File: config.mk
export PLATFORM = sky130hd
export DESIGN_NAME = cmos_capture
export DESIGN_NICKNAME = d
export VERILOG_FILES = /design/src/rtl/cmos_pkg.sv /design/src/rtl/cmos_sync_edge.sv /design/src/rtl/cmos_capture.sv
export SDC_FILE = /design/constraint.sdc
export NUM_CORES = 1
export LEC_CHECK = 0
export CAP_MARGIN = 15
export CORE_ASPECT_RATIO = 1.5
export CORE_MARGIN = 5
export CORE_UTILIZATION = 45
export CTS_CLUSTER_SIZE = 12
export DETAILED_ROUTE_END_ITERATION = 10
export GPL_TIMING_DRIVEN = 0
export PLACE_DENSITY = 0.73
export SLEW_MARGIN = 40
export SYNTH_ARGS = -nofsm -noshare
export SYNTH_HDL_FRONTEND = slang
export SYNTH_SLANG_ARGS = --single-unit
File: constraint.sdc
create_clock -name clk -period 3.85 [get_ports clk]
set_input_delay 0.77 -clock clk [delete_from_list [all_inputs] [get_ports clk]]
set_output_delay 0.77 -clock clk [all_outputs]
set_load 0.1 [all_outputs]
File: src/rtl/cmos_pkg.sv
// Shared camera geometry and capture FSM state encoding.
// Used by both the timing source and the capture side.
package cmos_pkg;

  typedef enum logic [1:0] {
    IDLE,
    SYNC,
    ACTIVE
  } cap_state_t;

  localparam int unsigned DEF_H_ACTIVE  = 800;
  localparam int unsigned DEF_V_ACTIVE  = 480;
  localparam int unsigned DEF_HDR_BYTES = 54;
  localparam int unsigned DEF_BPP_BYTES = 3;

endpackage

File: src/rtl/cmos_sync_edge.sv
// Registers vsync/href once and derives edge pulses
// from the registered copy versus the current sample.
module cmos_sync_edge #(
  parameter logic VS_POL = 1'b0
) (
  input  logic clk,
  input  logic rst_n,
  input  logic cmos_vsync,
  input  logic cmos_href,
  output logic sync_act,
  output logic sync_on,
  output logic sync_off,
  output logic href_rise,
  output logic href_fall
);

  logic sync_q;
  logic href_q;

  assign sync_act  = (cmos_vsync == VS_POL);
  assign sync_on   = sync_act & ~sync_q;
  assign sync_off  = ~sync_act & sync_q;
  assign href_rise = cmos_href & ~href_q;
  assign href_fall = ~cmos_href & href_q;

  always_ff @(posedge clk or negedge rst_n) begin
    if (!rst_n) begin
      sync_q <= 1'b0;
      href_q <= 1'b0;
    end else begin
      sync_q <= sync_act;
      href_q <= cmos_href;
    end
  end

endmodule

File: src/rtl/cmos_capture.sv
// Camera capture: tracks frame position and emits one
// write per active pixel into a bottom-up BMP buffer.
module cmos_capture
  import cmos_pkg::*;
#(
  parameter int unsigned H_ACTIVE  = DEF_H_ACTIVE,
  parameter int unsigned V_ACTIVE  = DEF_V_ACTIVE,
  parameter logic        VS_POL    = 1'b0,
  parameter int unsigned HDR_BYTES = DEF_HDR_BYTES,
  parameter int unsigned BPP_BYTES = DEF_BPP_BYTES
) (
  input  logic        clk,
  input  logic        rst_n,
  input  logic        cmos_vsync,
  input  logic        cmos_href,
  input  logic [23:0] cmos_data,
  output logic        wr_en,
  output logic [31:0] wr_index,
  output logic [23:0] wr_data,
  output logic        frame_start,
  output logic        frame_done,
  output logic        frame_err,
  output logic [11:0] line_cnt
);

  localparam logic [31:0] LINE_B =
    32'(H_ACTIVE * BPP_BYTES);
  localparam logic [31:0] BASE0 =
    32'(HDR_BYTES + (V_ACTIVE - 1) * H_ACTIVE * BPP_BYTES);
  localparam logic [31:0] BPP_B = 32'(BPP_BYTES);
  localparam logic [11:0] LAST_LINE = 12'(V_ACTIVE - 1);

  cap_state_t state, state_nx;

  logic        sync_act, sync_on, sync_off;
  logic        href_rise, href_fall;
  logic [31:0] row_base;
  logic [31:0] x_off;
  logic [31:0] x_eff;
  logic        do_start, do_abort, do_pix;
  logic        do_drop, do_line, do_done;

  cmos_sync_edge #(
    .VS_POL(VS_POL)
  ) u_edge (
    .clk       (clk),
    .rst_n     (rst_n),
    .cmos_vsync(cmos_vsync),
    .cmos_href (cmos_href),
    .sync_act  (sync_act),
    .sync_on   (sync_on),
    .sync_off  (sync_off),
    .href_rise (href_rise),
    .href_fall (href_fall)
  );

  assign x_eff = href_rise ? 32'd0 : x_off;

  always_ff @(posedge clk or negedge rst_n) begin
    if (!rst_n) state <= IDLE;
    else        state <= state_nx;
  end

  always_comb begin
    state_nx = state;
    do_start = 1'b0;
    do_abort = 1'b0;
    do_pix   = 1'b0;
    do_drop  = 1'b0;
    do_line  = 1'b0;
    do_done  = 1'b0;
    unique case (state)
      IDLE: begin
        if (sync_act) state_nx = SYNC;
      end
      SYNC: begin
        if (sync_off) begin
          do_start = 1'b1;
          state_nx = ACTIVE;
        end
      end
      ACTIVE: begin
        // sync arriving mid-frame outranks any pixel or line event
        if (sync_on) begin
          do_abort = 1'b1;
          state_nx = SYNC;
        end else begin
          if (cmos_href) begin
            if (x_eff < LINE_B) do_pix  = 1'b1;
            else                do_drop = 1'b1;
          end
          if (href_fall) begin
            do_line = 1'b1;
            if (line_cnt == LAST_LINE) begin
              do_done  = 1'b1;
              state_nx = IDLE;
            end
          end
        end
      end
      default: state_nx = IDLE;
    endcase
  end

  always_ff @(posedge clk or negedge rst_n) begin
    if (!rst_n) begin
      wr_en       <= 1'b0;
      wr_index    <= '0;
      wr_data     <= '0;
      frame_start <= 1'b0;
      frame_done  <= 1'b0;
      frame_err   <= 1'b0;
      line_cnt    <= '0;
      row_base    <= '0;
      x_off       <= '0;
    end else begin
      wr_en       <= do_pix;
      frame_start <= do_start;
      frame_done  <= do_done | do_abort;
      if (do_pix) begin
        wr_data  <= cmos_data;
        wr_index <= row_base + x_eff;
      end
      if (do_start)   x_off <= '0;
      else if (do_pix) x_off <= x_eff + BPP_B;
      else if (href_rise) x_off <= '0;
      if (do_start) begin
        row_base <= BASE0;
        line_cnt <= '0;
      end else if (do_line) begin
        row_base <= row_base - LINE_B;
        line_cnt <= line_cnt + 12'd1;
      end
      if (do_start)
        frame_err <= 1'b0;
      else if (do_abort || do_drop ||
               (do_line && x_off != LINE_B))
        frame_err <= 1'b1;
    end
  end

endmodule
==> qor.json, run 1 <==
{
  "detail_route.wirelength": {"value": 18.9, "unit": "mm"},
  "layout.nets": {"value": 968},
  "synthFlopType": {"value": "sky130_fd_sc_hd__dfrtp_1"},
  "outcome": {"value": "finished, final reports clean"},
  "rows": {"value": 56},
  "fin_crit": {"value": 3.71, "unit": "ns"},
  "design.die.area": {"value": 18700, "unit": "um^2"},
  "netlist_top_cells_count": {"value": "148 x sky130_fd_sc_hd__nand2_1, 136 x sky130_fd_sc_hd__dfrtp_1, 59 x sky130_fd_sc_hd__nor2_1, 59 x sky130_fd_sc_hd__o21ai_0, 39 x sky130_fd_sc_hd__xnor2_1"},
  "route.vias.total": {"value": 6044},
  "detailedPlace.worstSlack": {"value": -1.79, "unit": "ns"},
  "power_density": {"value": 637, "unit": "nW/um^2"},
  "hold_viol_final": {"value": 0},
  "critical_path.slowest_cell": {"value": "sky130_fd_sc_hd__a211o_1"},
  "drcViolationCount": {"value": 0},
  "yosys_warning_total": {"value": 0},
  "criticalPathCategory": {"value": "in2reg"},
  "timing_worst_slew_pin_value": {"value": 0.797, "unit": "ns"},
  "storage_cell_area": {"value": 3400, "unit": "um^2"},
  "fmaxAchievable": {"value": 270, "unit": "MHz"},
  "gp_congestion": {"value": 0.880},
  "grt.total_usage": {"value": 20.8, "unit": "%"},
  "setup-violations-final": {"value": 0},
  "post-route-period-util": {"value": 96.3, "unit": "%"},
  "clockRootBuffer": {"value": "sky130_fd_sc_hd__clkbuf_16"},
  "final_core_util": {"value": 56.7, "unit": "%"},
  "number_of_optimization_iterations_in_the_first_detailed_route_pass": {"value": 4},
  "clock_pin_slew_worst_setup_and_hold_paths": {"value": 0.06, "unit": "ns"},
  "cts_hold_repair.buffers": {"value": 0},
  "floorplan.initialDensity": {"value": 45.9, "unit": "%"},
  "synth_top_cell_by_area": {"value": "sky130_fd_sc_hd__dfrtp_1"},
  "cts_num_sinks": {"value": 136},
  "post_synth_inst_count": {"value": 789},
  "min-delay-path-class": {"value": "in2async"},
  "crit_chain": {"value": "buf_2, nand2b_4, buf_6, clkbuf_8, clkbuf_4, buf_4, and2_1, ha_4, o21a_1, o211ai_1, a211oi_2, buf_4, o21ai_1, a211o_1, a221oi_4, o21ai_2, mux2i_1, o311ai_0"},
  "die_height": {"value": 165, "unit": "um"},
  "number_of_flops_mapped_to_enable_cells_by_yosys": {"value": 0},
  "timing.critical_path.fanout_max": {"value": 10},
  "crit_arrival": {"value": 3.99, "unit": "ns"},
  "via_per_inst": {"value": 5.36},
  "wl_per_cell": {"value": 16.7, "unit": "um"},
  "area.growth.synth_to_final": {"value": 23.5, "unit": "%"},
  "worst-endpoint-required": {"value": 4.13, "unit": "ns"},
  "synth.avg_cell_area": {"value": 9.14, "unit": "um^2"},
  "drv_cap": {"value": 0},
  "synth.cell_area": {"value": 7210, "unit": "um^2"},
  "buffer_ports.inserted": {"value": 99},
  "setup_tns": {"value": 0, "unit": "ns"},
  "antennaDiodeCount": {"value": 0},
  "static-leakage-power": {"value": 4.35, "unit": "nW"},
  "die-width": {"value": 113, "unit": "um"},
  "grt_start_max_net_pins": {"value": 76},
  "slowest_delay": {"value": 0.36, "unit": "ns"},
  "core_region_area": {"value": 15700, "unit": "um^2"},
  "post-dp-hpwl": {"value": 13.5, "unit": "mm"},
  "setup.worst_path.end_class": {"value": "register"},
  "pin_count": {"value": 100},
  "finalWorstSetupSlack": {"value": 0.142, "unit": "ns"},
  "grt_first_pass_wirelength": {"value": 31.0, "unit": "mm"},
  "drv_slew": {"value": 0},
  "clock_latency": {"value": 0.43, "unit": "ns"},
  "ir_drop": {"value": 0.397, "unit": "mV"},
  "report.power.total": {"value": 5.68, "unit": "mW"},
  "synth.yosys.seq_area_share": {"value": 47.2, "unit": "%"},
  "fillerInstances": {"value": 1411},
  "multi_input_area": {"value": 3710, "unit": "um^2"},
  "synth.net_count": {"value": 845},
  "synthMostInstantiatedCell": {"value": "sky130_fd_sc_hd__nand2_1"},
  "cpLargestDelayFamily": {"value": "compound AO/OA/AOI/OAI gates"},
  "first_global_vias": {"value": 6203},
  "tritoncts.num_buffers": {"value": 17},
  "synth_largest_type_area_fraction": {"value": 47.2, "unit": "%"},
  "cts_buffer_depth": {"value": 2},
  "synth_area_leaders": {"value": "sky130_fd_sc_hd__dfrtp_1 47%, sky130_fd_sc_hd__nand2_1 7.7%, sky130_fd_sc_hd__ha_1 4.9%"},
  "critPathMostFrequentCell": {"value": "sky130_fd_sc_hd__buf_4"},
  "synth_async_sr_flop_share": {"value": 100, "unit": "%"},
  "worstPathBufferInverterCount": {"value": 6},
  "synth-seq-cells": {"value": 136},
  "slew_headroom": {"value": 46.9, "unit": "%"},
  "post_route_cells_drive_above_1_share": {"value": 15.7, "unit": "%"},
  "cts_tree": {"value": "yes"},
  "drtIter0Drc": {"value": 305},
  "ctsHtreeMaxLevel": {"value": 4},
  "cp-start-kind": {"value": "input port"},
  "antenna_found_initial": {"value": 0},
  "post_synth_num_cell_types": {"value": 60},
  "globalRoute.totalOverflow": {"value": 0},
  "fin_skew": {"value": 0.0123, "unit": "ns"},
  "antenna_violating_nets_post_route": {"value": 0}
}
[worst paths after layout]
path	startpoint	end	slack, ns	cells after the start
setup reg to reg	u_edge.href_q$_DFF_PN0_	wr_index[30]$_DFFE_PN0N_	0.14	17
min in group clk	wr_data[13]$_DFFE_PN0N_	wr_data[13]$_DFFE_PN0N_	0.47	2
setup / recovery	cmos_href	wr_index[30]$_DFFE_PN0N_	0.14	18
hold reg to reg	wr_data[13]$_DFFE_PN0N_	wr_data[13]$_DFFE_PN0N_	0.47	2
max in group asynchronous	rst_n	wr_index[27]$_DFFE_PN0N_	2.82	2
hold / removal	rst_n	wr_index[12]$_DFFE_PN0N_	0.28	1
[metrics by stage]
step                      std cells  hold WS [ns]  area (um^2)
after floorplan                 789         0.474         7220
after global placement         1091         0.457         8460
after detailed placement       1092         0.457         8130
after CTS                      1125         0.299         8850
after global routing           1128         0.321         8900
final                          1128         0.277         8900
[repair_timing]
item	CTS	global route
resized for setup	30	5
setup buffers	2	3
pin swaps	5	4
endpoints found under the setup margin	26	10
[per-layer routing]
metal,global-route usage [%],vias to the layer above,wire (um)
met1,23.5,2943,7590
li1,-,2958,-
met2,38.2,108,10100
met3,3.52,35,597
met4,8.80,0,597
met5,0,-,0
[placed cells by master (no fill, tap or decap), types with 17 or more instances in the layout]
| cell | synthesis | layout |
|---|---|---|
| sky130_fd_sc_hd__nand2_1 | 148 | 148 |
| sky130_fd_sc_hd__dfrtp_1 | 136 | 136 |
| sky130_fd_sc_hd__buf_2 | 1 | 74 |
| sky130_fd_sc_hd__nor2_1 | 59 | 58 |
| sky130_fd_sc_hd__o21ai_0 | 59 | 55 |
| sky130_fd_sc_hd__xnor2_1 | 39 | 39 |
| sky130_fd_sc_hd__clkbuf_1 | 36 | 31 |
| sky130_fd_sc_hd__a21oi_1 | 29 | 29 |
| sky130_fd_sc_hd__and2_1 | 28 | 28 |
| sky130_fd_sc_hd__and3_1 | 26 | 26 |
| sky130_fd_sc_hd__xor2_1 | 26 | 26 |
| sky130_fd_sc_hd__ha_1 | 28 | 25 |
| sky130_fd_sc_hd__clkdlybuf4s50_1 | 0 | 25 |
| sky130_fd_sc_hd__clkbuf_16 | 0 | 17 |
[cell type report]
class                   count  share of cell area (%)
plain buffers              39                    1.98
clock buffers              17                    4.78
well taps                 203                    2.85
multi-input cells         595                    41.6
repair buffers            105                    7.81
flip-flops and latches    136                    38.2
inverters                  18                   0.759
clock inverters            15                    1.95
[logic make-up (layout without fill, tap and decap cells)]
kind of cell | after synthesis | in the layout | share of synthesized area [%]
AOI/OAI and AO/OA | 137 | 137 | 11.6
xor gates and xnor gates | 65 | 65 | 7.90
adders and majority gates | 33 | 33 | 5.55
buffers and inverters | 58 | 194 | 3.09
DFF | 136 | 136 | 47.2
muxes | 3 | 3 | 0.434
and+or+nand+nor | 357 | 357 | 24.2
[where the power goes]
| part | leakage [nW] | total, mW | switching, mW | internal (mW) |
|---|---|---|---|---|
| sequential | 1.79 | 1.79 | 0.130 | 1.66 |
| clock | 0.294 | 1.66 | 0.728 | 0.931 |
| combinational | 2.26 | 2.23 | 1.92 | 0.311 |
[state kept, by name, indices dropped and copies added, names as in the netlist]
| name | flops |
|---|---|
| frame_done | 1 |
| frame_err | 1 |
| frame_start | 1 |
| line_cnt | 12 |
| row_base | 28 |
| state | 2 |
| u_edge.href_q | 1 |
| u_edge.sync_q | 1 |
| wr_data | 24 |
| wr_en | 1 |
| wr_index | 32 |
| x_off | 32 |
Power figures use the tool's default switching activity.
==> run 2, diff against run 1 <==
Settings changed: TNS_END_PERCENT set to 30.
==> run 2 against run 1 <==
Final area grew 0.81%. Clock-buffer cell count up 2. Critical path depth fell by 2. Flip-flop and latch count did not move. Die area unchanged. Wire length is 2.3% higher. First-iteration DRC count is 5.6% higher. Via count increased by 1.2%. Core utilization rose by 0.46 points. Worst hold slack lost 0.083 ns. Setup slack got worse by 0.034 ns. Non-clock buffer count unchanged.
==> qor.json, run 2 (same netlist as run 1, synthesis figures left out) <==
{
  "post_route_cells_drive_above_1_share": {"value": 15.5, "unit": "%", "change": "was 15.7%"},
  "cp-start-kind": {"value": "input port", "change": "unchanged"},
  "critical_path.slowest_cell": {"value": "sky130_fd_sc_hd__maj3_1", "change": "was sky130_fd_sc_hd__a211o_1"},
  "rr_endpoint": {"value": "wr_index[22]$_DFFE_PN0N_", "change": "was wr_index[30]$_DFFE_PN0N_"},
  "clock_latency": {"value": 0.42, "unit": "ns", "change": "was 0.43 ns"},
  "globalRoute.totalOverflow": {"value": 0, "change": "unchanged"},
  "cts_num_sinks": {"value": 136, "change": "unchanged"},
  "criticalPathCategory": {"value": "in2reg", "change": "unchanged"},
  "crit_arrival": {"value": 4.02, "unit": "ns", "change": "was 3.99 ns"},
  "final.hold.worst_slack": {"value": 0.194, "unit": "ns", "change": "was 0.277 ns"},
  "tritoncts.num_buffers": {"value": 17, "change": "unchanged"},
  "slew_headroom": {"value": 40.3, "unit": "%", "change": "was 46.9%"},
  "crit_path_launch": {"value": "cmos_href", "change": "unchanged"},
  "net-switching-power": {"value": 2.71, "unit": "mW", "change": "was 2.78 mW"},
  "setup.worst_path.end_class": {"value": "register", "change": "unchanged"},
  "floorplan.initialDensity": {"value": 45.9, "unit": "%", "change": "unchanged"},
  "timing_worst_slew_pin_value": {"value": 0.887, "unit": "ns", "change": "was 0.797 ns"},
  "die-width": {"value": 113, "unit": "um", "change": "unchanged"},
  "post-route-period-util": {"value": 97.2, "unit": "%", "change": "was 96.3%"},
  "drv_cap": {"value": 0, "change": "unchanged"},
  "fin_crit": {"value": 3.74, "unit": "ns", "change": "was 3.71 ns"},
  "ir_drop": {"value": 0.433, "unit": "mV", "change": "was 0.397 mV"},
  "ctsHtreeMaxLevel": {"value": 4, "change": "unchanged"},
  "worst-endpoint-required": {"value": 4.13, "unit": "ns", "change": "about the same"},
  "slowest_delay": {"value": 0.38, "unit": "ns", "change": "was 0.36 ns"},
  "hold_viol_final": {"value": 0, "change": "unchanged"},
  "power.share.combinational": {"value": 38.6, "unit": "%", "change": "was 39.2%"},
  "grt.total_usage": {"value": 21.1, "unit": "%", "change": "was 20.8%"},
  "detail_route.wirelength": {"value": 19.3, "unit": "mm", "change": "was 18.9 mm"},
  "fmaxAchievable": {"value": 267, "unit": "MHz", "change": "was 270 MHz"},
  "antenna_found_initial": {"value": 0, "change": "unchanged"},
  "setup_tns": {"value": 0, "unit": "ns", "change": "unchanged"},
  "fin_skew": {"value": 0.0114, "unit": "ns", "change": "was 0.0123 ns"},
  "min-delay-path-class": {"value": "in2async", "change": "unchanged"},
  "report.power.total": {"value": 5.79, "unit": "mW", "change": "was 5.68 mW"},
  "setup-violations-final": {"value": 0, "change": "unchanged"},
  "regToRegStartpoint": {"value": "u_edge.href_q$_DFF_PN0_", "change": "unchanged"},
  "antenna_violating_nets_post_route": {"value": 0, "change": "unchanged"},
  "power.share.sequential": {"value": 30.9, "unit": "%", "change": "was 31.5%"},
  "timing.critical_path.fanout_max": {"value": 19, "change": "was 10"},
  "biggest_registers_after_layout": {"value": "wr_index: 32 flops, x_off: 32 flops, row_base: 28 flops", "change": "unchanged"},
  "cts_hold_repair.buffers": {"value": 0, "change": "unchanged"},
  "gp_congestion": {"value": 0.909, "change": "was 0.880"},
  "most_used_cells_in_the_layout_excluding_fill_and_tap_cells": {"value": "148 x sky130_fd_sc_hd__nand2_1, 136 x sky130_fd_sc_hd__dfrtp_1, 73 x sky130_fd_sc_hd__buf_2", "change": "was 148 x sky130_fd_sc_hd__nand2_1, 136 x sky130_fd_sc_hd__dfrtp_1, 74 x sky130_fd_sc_hd__buf_2"},
  "layout.cells.most_common": {"value": "sky130_fd_sc_hd__nand2_1", "change": "unchanged"},
  "grt_start_max_net_pins": {"value": 63, "change": "was 76"},
  "pwr-share-clk": {"value": 30.5, "unit": "%", "change": "was 29.2%"},
  "swShare": {"value": 46.8, "unit": "%", "change": "was 48.9%"},
  "finalWorstSetupSlack": {"value": 0.108, "unit": "ns", "change": "was 0.142 ns"},
  "placed_cells": {"value": 1093, "change": "was 1092"},
  "wl_per_cell": {"value": 17.1, "unit": "um", "change": "was 16.7 um"},
  "timing.reg2reg.setup_slack": {"value": 0.15, "unit": "ns", "change": "was 0.14 ns"},
  "layout.nets": {"value": 968, "change": "unchanged"},
  "buffer_ports.inserted": {"value": 99, "change": "unchanged"},
  "core_region_area": {"value": 15700, "unit": "um^2", "change": "unchanged"},
  "antennaDiodeCount": {"value": 0, "change": "unchanged"},
  "power_density": {"value": 645, "unit": "nW/um^2", "change": "was 637 nW/um^2"},
  "design.die.area": {"value": 18700, "unit": "um^2", "change": "unchanged"},
  "drcViolationCount": {"value": 0, "change": "unchanged"},
  "number_of_optimization_iterations_in_the_first_detailed_route_pass": {"value": 5, "change": "was 4"},
  "internal_power": {"value": 3.08, "unit": "mW", "change": "was 2.90 mW"},
  "first_global_vias": {"value": 6404, "change": "was 6203"},
  "pin_count": {"value": 100, "change": "unchanged"},
  "die_height": {"value": 165, "unit": "um", "change": "unchanged"},
  "finish.cell_count_without_fillers": {"value": 1128, "change": "unchanged"},
  "drv_slew": {"value": 0, "change": "unchanged"},
  "post-dp-hpwl": {"value": 14.0, "unit": "mm", "change": "was 13.5 mm"},
  "detailedPlace.worstSlack": {"value": -1.85, "unit": "ns", "change": "was -1.79 ns"},
  "outcome": {"value": "finished, final reports clean", "change": "unchanged"},
  "register_to_register_path_depth": {"value": 15, "change": "was 17"},
  "via_per_inst": {"value": 5.42, "change": "was 5.36"},
  "static-leakage-power": {"value": 4.37, "unit": "nW", "change": "was 4.35 nW"},
  "grt_first_pass_wirelength": {"value": 31.3, "unit": "mm", "change": "was 31.0 mm"},
  "route.vias.total": {"value": 6117, "change": "was 6044"},
  "rows": {"value": 56, "change": "unchanged"},
  "clockRootBuffer": {"value": "sky130_fd_sc_hd__clkbuf_16", "change": "unchanged"},
  "clock_pin_slew_worst_setup_and_hold_paths": {"value": 0.06, "unit": "ns", "change": "about the same"},
  "cts_tree": {"value": "yes", "change": "unchanged"},
  "crit_chain": {"value": "clkbuf_4, nand2b_4, buf_6, clkbuf_8, clkbuf_4, and2_1, ha_4, and2_1, a41o_1, maj3_1, a31oi_1, a211o_1, nand2_1, maj3_1, xnor2_1, o21ai_0", "change": "was buf_2, nand2b_4, buf_6, clkbuf_8, clkbuf_4, buf_4, and2_1, ha_4, o21a_1, o211ai_1, a211oi_2, buf_4, o21ai_1, a211o_1, a221oi_4, o21ai_2, mux2i_1, o311ai_0"},
  "drtIter0Drc": {"value": 322, "change": "was 305"},
  "area.growth.synth_to_final": {"value": 24.5, "unit": "%", "change": "was 23.5%"},
  "cts_buffer_depth": {"value": 2, "change": "unchanged"}
}
run 2: worst max-delay path by stage:
stage | endpoint
finish | wr_index[22]$_DFFE_PN0N_
global placement | wr_data[14]$_DFFE_PN0N_
floorplan | wr_index[28]$_DFFE_PN0N_
global route | wr_index[22]$_DFFE_PN0N_
detailed placement | wr_index[30]$_DFFE_PN0N_
CTS | wr_index[30]$_DFFE_PN0N_
run 2: final cells by class:
class	count	area [um^2]
Clock buffer	19	443
Inverter	18	67.6
Sequential cell	136	3400
Clock inverter	13	194
Timing Repair Buffer	106	726
Fill cell	1405	6720
Tap cell	203	254
Multi-Input combinational cell	595	3720
Buffer	38	169
run 2: routing by layer:
metal	global-route usage (%)	vias to the layer above	routed length [um]
li1	-	2957	-
met1	23.5	2961	7590
met2	38.4	143	10300
met3	4.00	56	748
met4	10.1	0	696
met5	0	-	0
run 2: what timing repair did:
item	CTS	global route
resized for setup	28	11
pin swaps	4	7
buffers inserted	1	4
endpoints found under the setup margin	25	11
run 2: power groups by stage:
| stage | Clock, mW | Sequential [mW] | Combinational (mW) |
|---|---|---|---|
| after floorplan | 0 | 3.34 | 0.285 |
| after global placement | 0 | 1.81 | 2.41 |
| after detailed placement | 0 | 1.81 | 2.24 |
| after CTS | 1.78 | 1.79 | 2.25 |
| after global routing | 1.85 | 1.82 | 2.33 |
| final | 1.77 | 1.79 | 2.24 |
run 2: metrics by stage:
stage                     area, um^2  util, %
after CTS                       8880     56.6
after global placement          8460     53.9
final                           8980     57.2
after floorplan                 7210        -
after detailed placement        8160     52.0
after global routing            8980     57.2
run 2: worst max-delay path, delay by kind of cell:
kind                     cells  cell delay (ns)
AO/OA/AOI/OAI                4             0.77
XOR/XNOR                     1             0.14
adder cells (fa/ha/maj)      3             1.00
buffers and inverters        4             0.73
AND/OR/NAND/NOR              4             0.61
